### src/rtl/shift_sequencer.sv
// Multi-cycle shift sequencer: one single-bit logical shift per clock, up to N steps.
// Latency: done is high in the cycle after edge E+k+1, where E is the accept edge and k=min(amount,N).
// Backpressure: none; start is sampled only in IDLE or DONE and is ignored while busy.

// Single-bit logical right shift; the bit shifted out is i_data[0].
module shiftRight #(
  parameter int N = 4
) (
  input  logic [N-1:0] i_data,
  output logic [N-1:0] o_data
);
  assign o_data = {1'b0, i_data[N-1:1]};
endmodule

// Single-bit logical left shift; the bit shifted out is i_data[N-1].
module shiftLeft #(
  parameter int N = 4
) (
  input  logic [N-1:0] i_data,
  output logic [N-1:0] o_data
);
  assign o_data = {i_data[N-2:0], 1'b0};
endmodule

module shift_sequencer #(
  parameter  int N  = 4,
  localparam int AW = $clog2(N) + 1
) (
  input  logic          clk,
  input  logic          rst_n,
  input  logic          start,
  input  logic          dir,
  input  logic [N-1:0]  data_in,
  input  logic [AW-1:0] amount,
  output logic          busy,
  output logic          done,
  output logic [N-1:0]  data_out,
  output logic          carry,
  output logic          zero
);

  typedef enum logic [1:0] {
    S_IDLE  = 2'd0,
    S_SHIFT = 2'd1,
    S_DONE  = 2'd2
  } state_t;

  state_t        r_state;
  state_t        w_next_state;
  logic [N-1:0]  r_data;
  logic          r_dir;
  logic          r_carry;
  logic [AW-1:0] r_cnt;

  logic [N-1:0]  w_right;
  logic [N-1:0]  w_left;
  logic          w_accept;
  logic          w_cnt_zero;
  logic [AW-1:0] w_k;

  // One shared pair of single-bit shifters serves every shift count.
  shiftRight #(.N(N)) u_shift_right (
    .i_data (r_data),
    .o_data (w_right)
  );

  shiftLeft #(.N(N)) u_shift_left (
    .i_data (r_data),
    .o_data (w_left)
  );

  // A request is only taken when no operation is in flight; DONE accepts for back-to-back ops.
  assign w_accept   = start && ((r_state == S_IDLE) || (r_state == S_DONE));
  assign w_cnt_zero = (r_cnt == '0);
  // Counts beyond N would only shift in more zeros, so they saturate at N.
  assign w_k        = (amount > AW'(N)) ? AW'(N) : amount;

  // State register.
  always_ff @(posedge clk or negedge rst_n) begin
    if (!rst_n) begin
      r_state <= S_IDLE;
    end else begin
      r_state <= w_next_state;
    end
  end

  // Next-state logic: SHIFT runs until the step counter is exhausted.
  always_comb begin
    w_next_state = r_state;
    case (r_state)
      S_IDLE:  if (start) w_next_state = S_SHIFT;
      S_SHIFT: if (w_cnt_zero) w_next_state = S_DONE;
      S_DONE:  w_next_state = start ? S_SHIFT : S_IDLE;
      default: w_next_state = S_IDLE;
    endcase
  end

  // Status outputs decoded straight from the state.
  always_comb begin
    busy = 1'b0;
    done = 1'b0;
    case (r_state)
      S_SHIFT: busy = 1'b1;
      S_DONE:  done = 1'b1;
      default: ;
    endcase
  end

  // Datapath: load operand on accept, then one shift per cycle while steps remain.
  always_ff @(posedge clk or negedge rst_n) begin
    if (!rst_n) begin
      r_data  <= '0;
      r_dir   <= 1'b0;
      r_carry <= 1'b0;
      r_cnt   <= '0;
    end else if (w_accept) begin
      r_data  <= data_in;
      r_dir   <= dir;
      r_carry <= 1'b0;
      r_cnt   <= w_k;
    end else if ((r_state == S_SHIFT) && !w_cnt_zero) begin
      r_data  <= r_dir ? w_left : w_right;
      r_carry <= r_dir ? r_data[N-1] : r_data[0];
      r_cnt   <= r_cnt - 1'b1;
    end
  end

  assign data_out = r_data;
  assign carry    = r_carry;
  assign zero     = (r_data == '0);

endmodule

### config.mk
export PLATFORM = sky130hd
export DESIGN_NAME = shift_sequencer
export DESIGN_NICKNAME = d
export VERILOG_FILES = /design/src/rtl/shift_sequencer.sv
export SDC_FILE = /design/constraint.sdc
export NUM_CORES = 1
export LEC_CHECK = 0
export CORE_AREA = 2 2 39 41
export DETAILED_ROUTE_END_ITERATION = 10
export DIE_AREA = 0 0 41 43
export PLACE_DENSITY = 0.76
export SKIP_CTS_REPAIR_TIMING = 1
export SYNTH_ARGS = -nofsm -noshare
export SYNTH_HDL_FRONTEND = slang
export SYNTH_SLANG_ARGS = --single-unit
### constraint.sdc
create_clock -name clk -period 2.95 [get_ports clk]
set_input_delay 0.7375 -clock clk [delete_from_list [all_inputs] [get_ports clk]]
set_output_delay 0.7375 -clock clk [all_outputs]
set_load 0.05 [all_outputs]
[Word-level counts from Yosys, hierarchy flattened]
Cells that the tools add are included.
Widths: inputs -> output; s select.
Storage, ports and cells
  register bits after elaboration: 11
  bits of input ports: 11
  output and inout bits: 8
  logic and storage cells: 35
Cells by class
  add/subtract/negate cells: 1
  $lt $le $gt $ge: 1
  eq/ne operators: 4
  multiplexer cells: 15
  reduce and logical (&&, ||, !) cells: 9
Operators with widths (number)
  $mux 4: 3
  $mux 3: 3
  $mux 1: 6
  $pmux 2 s3: 1
  $logic_not 4->1: 1
  $mux 2: 2
  $ne 2x2->1 const B: 2
  $gt 3x3->1 const B: 1
  $logic_not 3->1: 1
  $sub 3x1->3 const B: 1
  $eq 2x1->1 const B: 1
  $eq 2x2->1 const B: 1
  $logic_and 1x1->1: 2
  $logic_not 2->1: 1
  $reduce_and 2->1: 1
  $reduce_bool 2->1: 1
  $logic_not 1->1: 1
  $logic_or 1x1->1: 1

[Longest topological paths before layout]
  word-level depth: 5
  mapped depth: 7

[By module]
From an unflattened synthesis, not the netlist that was laid out.
Unflattened totals
  cells, all modules: 71
  area, all modules: 716.9 um^2
Modules (own cells, without submodules)
  shift_sequencer: instances 1, cells each 61, area an instance 649.4 um^2, seq. area each 275.3 um^2
  shiftLeft: instances 1, cells each 5, area an instance 33.8 um^2, seq. area each 0.0 um^2
  shiftRight: instances 1, cells each 5, area an instance 33.8 um^2, seq. area each 0.0 um^2

[Least setup slack after synthesis]
Ideal clock, no wire load.
  path kind: flip-flop to output port
  from: reg r_data[2], in the netlist data_out[2]
  to: out zero
  data arrival time: 2188 ps
  slack: 25 ps
  cell stages (with the launch flop): 2
  cell sequence: dfrtp_1 > nor4_1
On the way
  word-level cells in the longest chain between the ends: 1
Ends and longest elaborated chain
  start: declaration: RTL line 50  | logic [N-1:0] r_data;
  start signal: assignment: RTL line 117  | r_data <= data_in;
  start signal: assignment: RTL line 122  | r_data <= r_dir ? w_left : w_right;
  $logic_not 4->1: RTL line 130  | assign zero = (r_data == '0);
  end: declaration: RTL line 39  | output logic zero
No other way between the ends.

[Worst setup path in the final report]
Same ends and word-level chain as after synthesis.

==> impl_metrics.env <==
export IMPL_status="finished, final reports clean"
export IMPL_post_route_min_period_ns=2.54
export IMPL_grt_pass1_vias=465
export IMPL_fin_ws_ns=0.405
export IMPL_worst_ir_drop_vdd_uv=552
export IMPL_synthCells=61
export IMPL_fmax_mhz=393
export IMPL_die_h_um=43
export IMPL_max_cap_violations=0
export IMPL_wire_per_inst_um=12.1
export IMPL_hold_class="flop to flop"
export IMPL_routed_wl_um=1160
export IMPL_first_iter_violations=4
export IMPL_cp_end_kind="output pin"
export IMPL_synthAdderAreaFrac=0.0423
export IMPL_avgSynthCellArea_um2=9.70
export IMPL_initial_core_util=0.428
export IMPL_critPathRequiredTime_ns=2.21
export IMPL_rsz0062_at_grt="false"
export IMPL_cts_buffer_depth=2
export IMPL_synthToLayoutAreaGrowth_pct=35.5
export IMPL_synth_top_family_by_area="simple AND/OR/NAND/NOR gates"
export IMPL_drive_gt1_frac=0.0875
export IMPL_worstPathArrival_ns=1.81
export IMPL_synth_xor_area_frac=0.0148
export IMPL_first_pass_iters=4
export IMPL_finalHoldViolations=0
export IMPL_syn_area_um2=592
export IMPL_grt_overflow=0
export IMPL_fillCellCount=139
export IMPL_grt_total_usage=0.159
export IMPL_place_ws_ns=0.689
export IMPL_dp_hpwl_um=836
export IMPL_clock_sinks=11
export IMPL_ios=19
export IMPL_antennaDiodeCount=0
export IMPL_synth_cell_types=26
export IMPL_period_share=0.863
export IMPL_cellLeakagePower_nw=0.371
export IMPL_gp_congestion=0.792
export IMPL_power_density_nw_per_um2=1270
export IMPL_setup_tns_ns=0
export IMPL_nets=94
export IMPL_die_w_um=41
export IMPL_cts_root_buf="clkbuf_4"
export IMPL_finalMaxSlewViolations=0
export IMPL_max_stage_delay_ns=0.84
export IMPL_via_per_inst=4.96
export IMPL_ys_seq_area_frac=0.465
export IMPL_ys_ff_latch=11
export IMPL_relSlewSlack=0.666
export IMPL_yosys_area_share_simple=0.275
export IMPL_numCtsBuffers=3
export IMPL_rows=14
export IMPL_grt_max_degree=12
export IMPL_synth_warnings=0
export IMPL_crit_slowest_cell="clkdlybuf4s50_1"
export IMPL_synth_nets=74
export IMPL_setup_viol=0
export IMPL_io_buffers=18
export IMPL_synthMuxAreaShare=0.0507
export IMPL_htree_num_levels=1
export IMPL_finClkSkew_ns=0.00352
export IMPL_holdWs_ns=0.544
export IMPL_cts_tree="done"
export IMPL_synth_compound_area_frac=0.0867
export IMPL_drtAntennaViolNets=0
export IMPL_clk_pin_slew_ns=0.07
export IMPL_startpoint_type="flop"
export IMPL_clk_latency_ns=0.28
export IMPL_tightest_slew_ns=0.499
export IMPL_path_max_fanout=5
export IMPL_post_route_drc_count=0
export IMPL_grt_first_pass_wirelength_um=1870
export IMPL_crit_type="flop to output pin"
export IMPL_antenna_found_initial=0
export IMPL_dieArea_um2=1760
export IMPL_num_vias=476
export IMPL_core_area_um2=1380
export IMPL_path_cells="nor4_1, clkdlybuf4s50_1"
metrics by stage:
step / util / power, mW / instances / instance area, um2
after CTS: 0.580 / 1.03 / 96 / 802
after global placement: 0.561 / 0.907 / 92 / 776
after global routing: 0.580 / 1.08 / 96 / 802
after floorplan: - / 0.754 / 61 / 592
after detailed placement: 0.561 / 0.917 / 92 / 776
final: 0.580 / 1.02 / 96 / 802
cell families (layout without fill, tap and decap cells):
| logic type | count (synthesis) | in the layout |
|---|---|---|
| XOR/XNOR | 1 | 1 |
| multiplexers | 3 | 3 |
| flip-flops | 11 | 11 |
| buffers and inverters | 8 | 27 |
| AND/OR/NAND/NOR | 30 | 30 |
| adder cells (fa/ha/maj) | 2 | 2 |
| AO/OA/AOI/OAI | 6 | 6 |
cell usage after synthesis:
library cell | number | area (um2)
or3_1 | 1 | 6.26
nand3b_1 | 1 | 7.51
o211ai_2 | 2 | 25.0
and2_1 | 1 | 6.26
nor2b_1 | 2 | 12.5
clkbuf_1 | 2 | 7.51
nor3_1 | 1 | 5.00
buf_6 | 1 | 11.3
or3b_1 | 1 | 8.76
nand3_1 | 8 | 40.0
and2b_1 | 1 | 7.51
nor4_1 | 1 | 6.26
buf_2 | 1 | 5.00
nand2b_1 | 1 | 6.26
nor2_1 | 2 | 7.51
inv_1 | 4 | 15.0
dfrtp_1 | 11 | 275
mux2i_1 | 3 | 30.0
a211oi_1 | 1 | 7.51
and3_1 | 1 | 6.26
a21oi_1 | 2 | 10.0
xnor2_1 | 1 | 8.76
nor3b_2 | 1 | 12.5
nand2_1 | 8 | 30.0
ha_1 | 2 | 25.0
o221ai_1 | 1 | 8.76
worst max-delay path, delay by kind of cell (launching register included):
kind | cells | cell delay (ns)
buffers and inverters | 1 | 0.84
AND/OR/NAND/NOR | 1 | 0.27
flip-flops | 1 | 0.42
layout by cell type, fill, tap and decap left out:
cell type	netlist	layout
clkdlybuf4s50_1	0	18
dfrtp_1	11	11
clkbuf_1	2	1
inv_1	4	4
nand2_1	8	8
and2_1	1	1
ha_1	2	2
nor3_1	1	1
nor2b_1	2	2
a21oi_1	2	2
nor2_1	2	2
clkbuf_4	0	3
nand3_1	8	8
nor4_1	1	1
or3b_1	1	1
nor3b_2	1	1
nand2b_1	1	1
o211ai_2	2	2
mux2i_1	3	3
or3_1	1	1
a211oi_1	1	1
and3_1	1	1
o221ai_1	1	1
nand3b_1	1	1
and2b_1	1	1
buf_4	0	1
xnor2_1	1	1
power by group:
group	internal, mW	switching, mW
logic	0.244	0.369
clock network	0.0525	0.0545
registers	0.226	0.0694
total	0.522	0.493
area by class of cell:
cell class                      count  area (um2)  area share
Clock buffer                        4        26.3      0.0328
Inverter                            4        15.0      0.0187
Multi-Input combinational cell     42         278       0.346
Sequential cell                    11         275       0.343
Tap cell                           16        20.0      0.0250
Timing Repair Buffer               19         188       0.234
state kept, by name, indices dropped and copies added (netlist names):
name      count
r_state       2
carry         1
r_cnt         3
data_out      4
r_dir         1
path summary, 6_finish.rpt:
kind	slack (ns)	startpoint	end	depth (start not counted)
max in group asynchronous	1.83	rst_n	data_out[1]$_DFFE_PN0P_	1
min reg2reg	0.54	r_cnt[2]$_DFFE_PN0P_	r_cnt[2]$_DFFE_PN0P_	2
max reg2reg	1.19	r_cnt[0]$_DFFE_PN0P_	r_cnt[2]$_DFFE_PN0P_	6
min	0.54	r_cnt[2]$_DFFE_PN0P_	r_cnt[2]$_DFFE_PN0P_	2
min in group asynchronous	0.79	rst_n	r_state[1]$_DFFE_PN0P_	1
max	0.41	data_out[2]$_DFFE_PN0P_	zero	2
metal layers:
layer / track usage / share of wire / up-vias
li1: - / - / 246
met1: 0.202 / 0.45 / 212
met2: 0.234 / 0.46 / 13
met3: 0.0157 / 0.048 / 5
met4: 0.120 / 0.038 / 0
met5: 0 / 0 / -
No activity file was read; power rests on OpenSTA's default activity.
==> variant 1: new RTL, same settings <==
Register the output `zero`, with the module's reset; this adds one clock of latency there. The other outputs are not delayed to match.
--- a/src/rtl/shift_sequencer.sv
+++ b/src/rtl/shift_sequencer.sv
@@ -127,7 +127,13 @@
 
   assign data_out = r_data;
   assign carry    = r_carry;
-  assign zero     = (r_data == '0);
+  always_ff @(posedge clk or negedge rst_n) begin
+    if (!rst_n) begin
+      zero <= '0;
+    end else begin
+      zero <= (r_data == '0);
+    end
+  end
 
 endmodule
 
Function: changed (Yosys sat finds a counterexample within 4 cycles, from zero or initial values and one cycle with rst_n low).
==> variant 1 against the unedited design <==
  * Sequential power is 7.1% higher
  * Synthesized cell count rose by 1.6%
  * Non-clock buffer count down 1
  * Sequential cell count up 1
  * Area after synthesis increased by 4.2%
  * Power is 2.6% higher
  * Wire length grew 0.35%
  * Sequential share of layout area grew 1.9 points
  * First-iteration DRC count increased by 100%
  * Core utilization rose by 2.0 points
  * Setup slack better by 0.14 ns
  * Cell area rose by 3.4%
  * Clock power is 22% higher
  * Hold slack lost 0.029 ns
  * Largest power group unchanged
  * Highest routed layer unchanged
==> variant 1: results (changes against the unedited design) <==
register area share after synthesis 48.68% (was 46.51%); CTS Buf Count 3 (unchanged); synth warn 0 (unchanged); vias 494 (was 476); vias in the first global route 458 (was 465); post-route cell area 829.5 um^2 (was 802.0 um^2); Max FO, Critical Path 6 (was 5); Synth async-reset ratio 100.0% (unchanged); Mapped Nets 75 (was 74); GP Congestion 0.7503 (was 0.7919); cell count after placement 92 (unchanged); hold path start r_cnt[2]$_DFFE_PN0P_ (unchanged); Mapped Cells 62 (was 61); clock latency on the worst-skew pair about 0.27 ns; Total GRT Usage 18.16% (was 15.89%); first-pass GRT wire length 2104 um (was 1869 um); Slew @ Worst Pin 0.5196 ns (was 0.4988 ns); dominant synthesized flop cell dfrtp_1 (unchanged); largest stage delay on the critical path 0.82 ns (was 0.84 ns); Tightest Hold Check Type flop to flop (unchanged); via density per instance 5.146 (was 4.958); Peak VDD IR 0.5544 mV (was 0.5523 mV); Synth area leaders dfrtp_1, nand3_1, mux2i_1 (unchanged); Pleak 0.3844 nW (was 0.3705 nW); Total Routed Length 1161 um (was 1157 um); CTS root buf clkbuf_4 (unchanged); CP startpoint r_state[0]$_DFFE_PN0P_ (was data_out[2]$_DFFE_PN0P_); status complete, no violations (unchanged); detailed-placement wirelength estimate 830.4 um (was 836.4 um); IO Port Bufs 18 (unchanged); largest net degree at the start of global routing 13 (was 12); DR iter-0 viols 8 (was 4); pre-CTS WS 0.7759 ns (was 0.6892 ns); synth cell count leaders dfrtp_1, nand2_1, nand3_1 (unchanged); clk_skew 0.0009045 ns (was 0.003523 ns); max reg flops 4 (unchanged); Post-DP Area 793.3 um^2 (was 775.7 um^2)
[variant 1: cell types whose count changed after synthesis]
| cell | change |
|---|---|
| dfrtp_1 | +1 |
[variant 1: worst max-delay path, delay by kind of cell (launching register included)]
| family | cells | cell delay, ns |
|---|---|---|
| and+or+nand+nor | 1 | 0.18 |
| DFF | 1 | 0.39 |
| buffers and inverters | 1 | 0.82 |
[variant 1: cell families after synthesis]
kind of cell,count (synthesis),share of synthesized area [%]
muxes,3,4.868
DFF,12,48.68
buffers and inverters,8,6.287
xor gates and xnor gates,1,1.420
adders and majority gates,2,4.056
AOI/OAI and AO/OA,6,8.317
and+or+nand+nor,30,26.37
[variant 1: metal layers]
| layer | track usage [%] | vias up | share of wire [%] |
|---|---|---|---|
| li1 | - | 251 | - |
| met1 | 25.08 | 224 | 46 |
| met2 | 24.06 | 15 | 46 |
| met3 | 4.712 | 4 | 5.9 |
| met4 | 12.00 | 0 | 2.2 |
| met5 | 0 | - | 0 |
[variant 1: path summary, 6_finish.rpt]
kind                                           end  depth (start not counted)  slack (ns)
min in group asynchronous   r_state[0]$_DFFE_PN0P_                          1        0.80
max in group asynchronous  data_out[3]$_DFFE_PN0P_                          1        1.80
max reg2reg                data_out[1]$_DFFE_PN0P_                          6        1.18
min reg2reg                   r_cnt[2]$_DFFE_PN0P_                          2        0.52
min                           r_cnt[2]$_DFFE_PN0P_                          2        0.52
max                                           busy                          2        0.55
[variant 1: layout make-up]
class                      count  area (um^2)
fill                         120        554.3
inverter                       4        15.01
sequential                    12        300.3
timing repair buffer          18        180.2
clock buffer                   4        36.28
tap                           16        20.02
multi-input combinational     42        277.8
[variant 1: where the power goes]
part | internal (mW) | switching, mW | leakage, nW
registers | 0.244 | 0.0721 | 0.149
logic | 0.235 | 0.359 | 0.214
clock network | 0.0750 | 0.0565 | 0.0210
==> variant 2: new RTL, same flow settings <==
Made on the original files. `N` is set to 4 in 3 places; all go to 16.
--- a/src/rtl/shift_sequencer.sv
+++ b/src/rtl/shift_sequencer.sv
@@ -4,7 +4,7 @@
 
 // Single-bit logical right shift; the bit shifted out is i_data[0].
 module shiftRight #(
-  parameter int N = 4
+  parameter int N = 16
 ) (
   input  logic [N-1:0] i_data,
   output logic [N-1:0] o_data
@@ -14,7 +14,7 @@
 
 // Single-bit logical left shift; the bit shifted out is i_data[N-1].
 module shiftLeft #(
-  parameter int N = 4
+  parameter int N = 16
 ) (
   input  logic [N-1:0] i_data,
   output logic [N-1:0] o_data
@@ -23,7 +23,7 @@
 endmodule
 
 module shift_sequencer #(
-  parameter  int N  = 4,
+  parameter  int N  = 16,
   localparam int AW = $clog2(N) + 1
 ) (
   input  logic          clk,
Interface: changed (resized amount, data_in and data_out); port bits go from 19 to 45. The function was not compared with the original's and may differ.
==> variant 2 against the unedited design <==
  * The run now fails in global placement without I/O
  * Area after synthesis grew 150%
==> variant 2: results (changes against the unedited design) <==
status stopped before the end (was complete, no violations); Stop stage global placement without I/O; Error [ERROR GPL-0301] Utilization 118.046 % exceeds 100%.; dominant synthesized flop cell dfrtp_1 (unchanged); Mapped Cells 145 (was 61); Mapped Nets 171 (was 74); Distinct cells, synth 36 (was 26); Post-Synth Adder-Cell Area 0.8613% (was 4.228%); flops & latches, synth 25 (was 11); post-synthesis mux area share 10.34% (was 5.074%); Synth async-reset ratio 100.0% (unchanged); synth cell count leaders o211ai_1, dfrtp_1, nand2_1 (was dfrtp_1, nand2_1, nand3_1); Synth area leaders dfrtp_1, o211ai_1, mux2i_1 (was dfrtp_1, nand3_1, mux2i_1); FP Rows 14 (unchanged); Post-Synth XOR/XNOR Area 0% (was 1.480%); register area share after synthesis 43.07% (was 46.51%); synth warn 0 (unchanged); Compound-Gate Fraction of Synth Area 21.53% (was 8.668%)
-- variant 2: kinds of logic after synthesis --
family,after synthesis
and+or+nand+nor,47
AOI/OAI and AO/OA,42
DFF,25
buffers and inverters,15
muxes,15
adders and majority gates,1
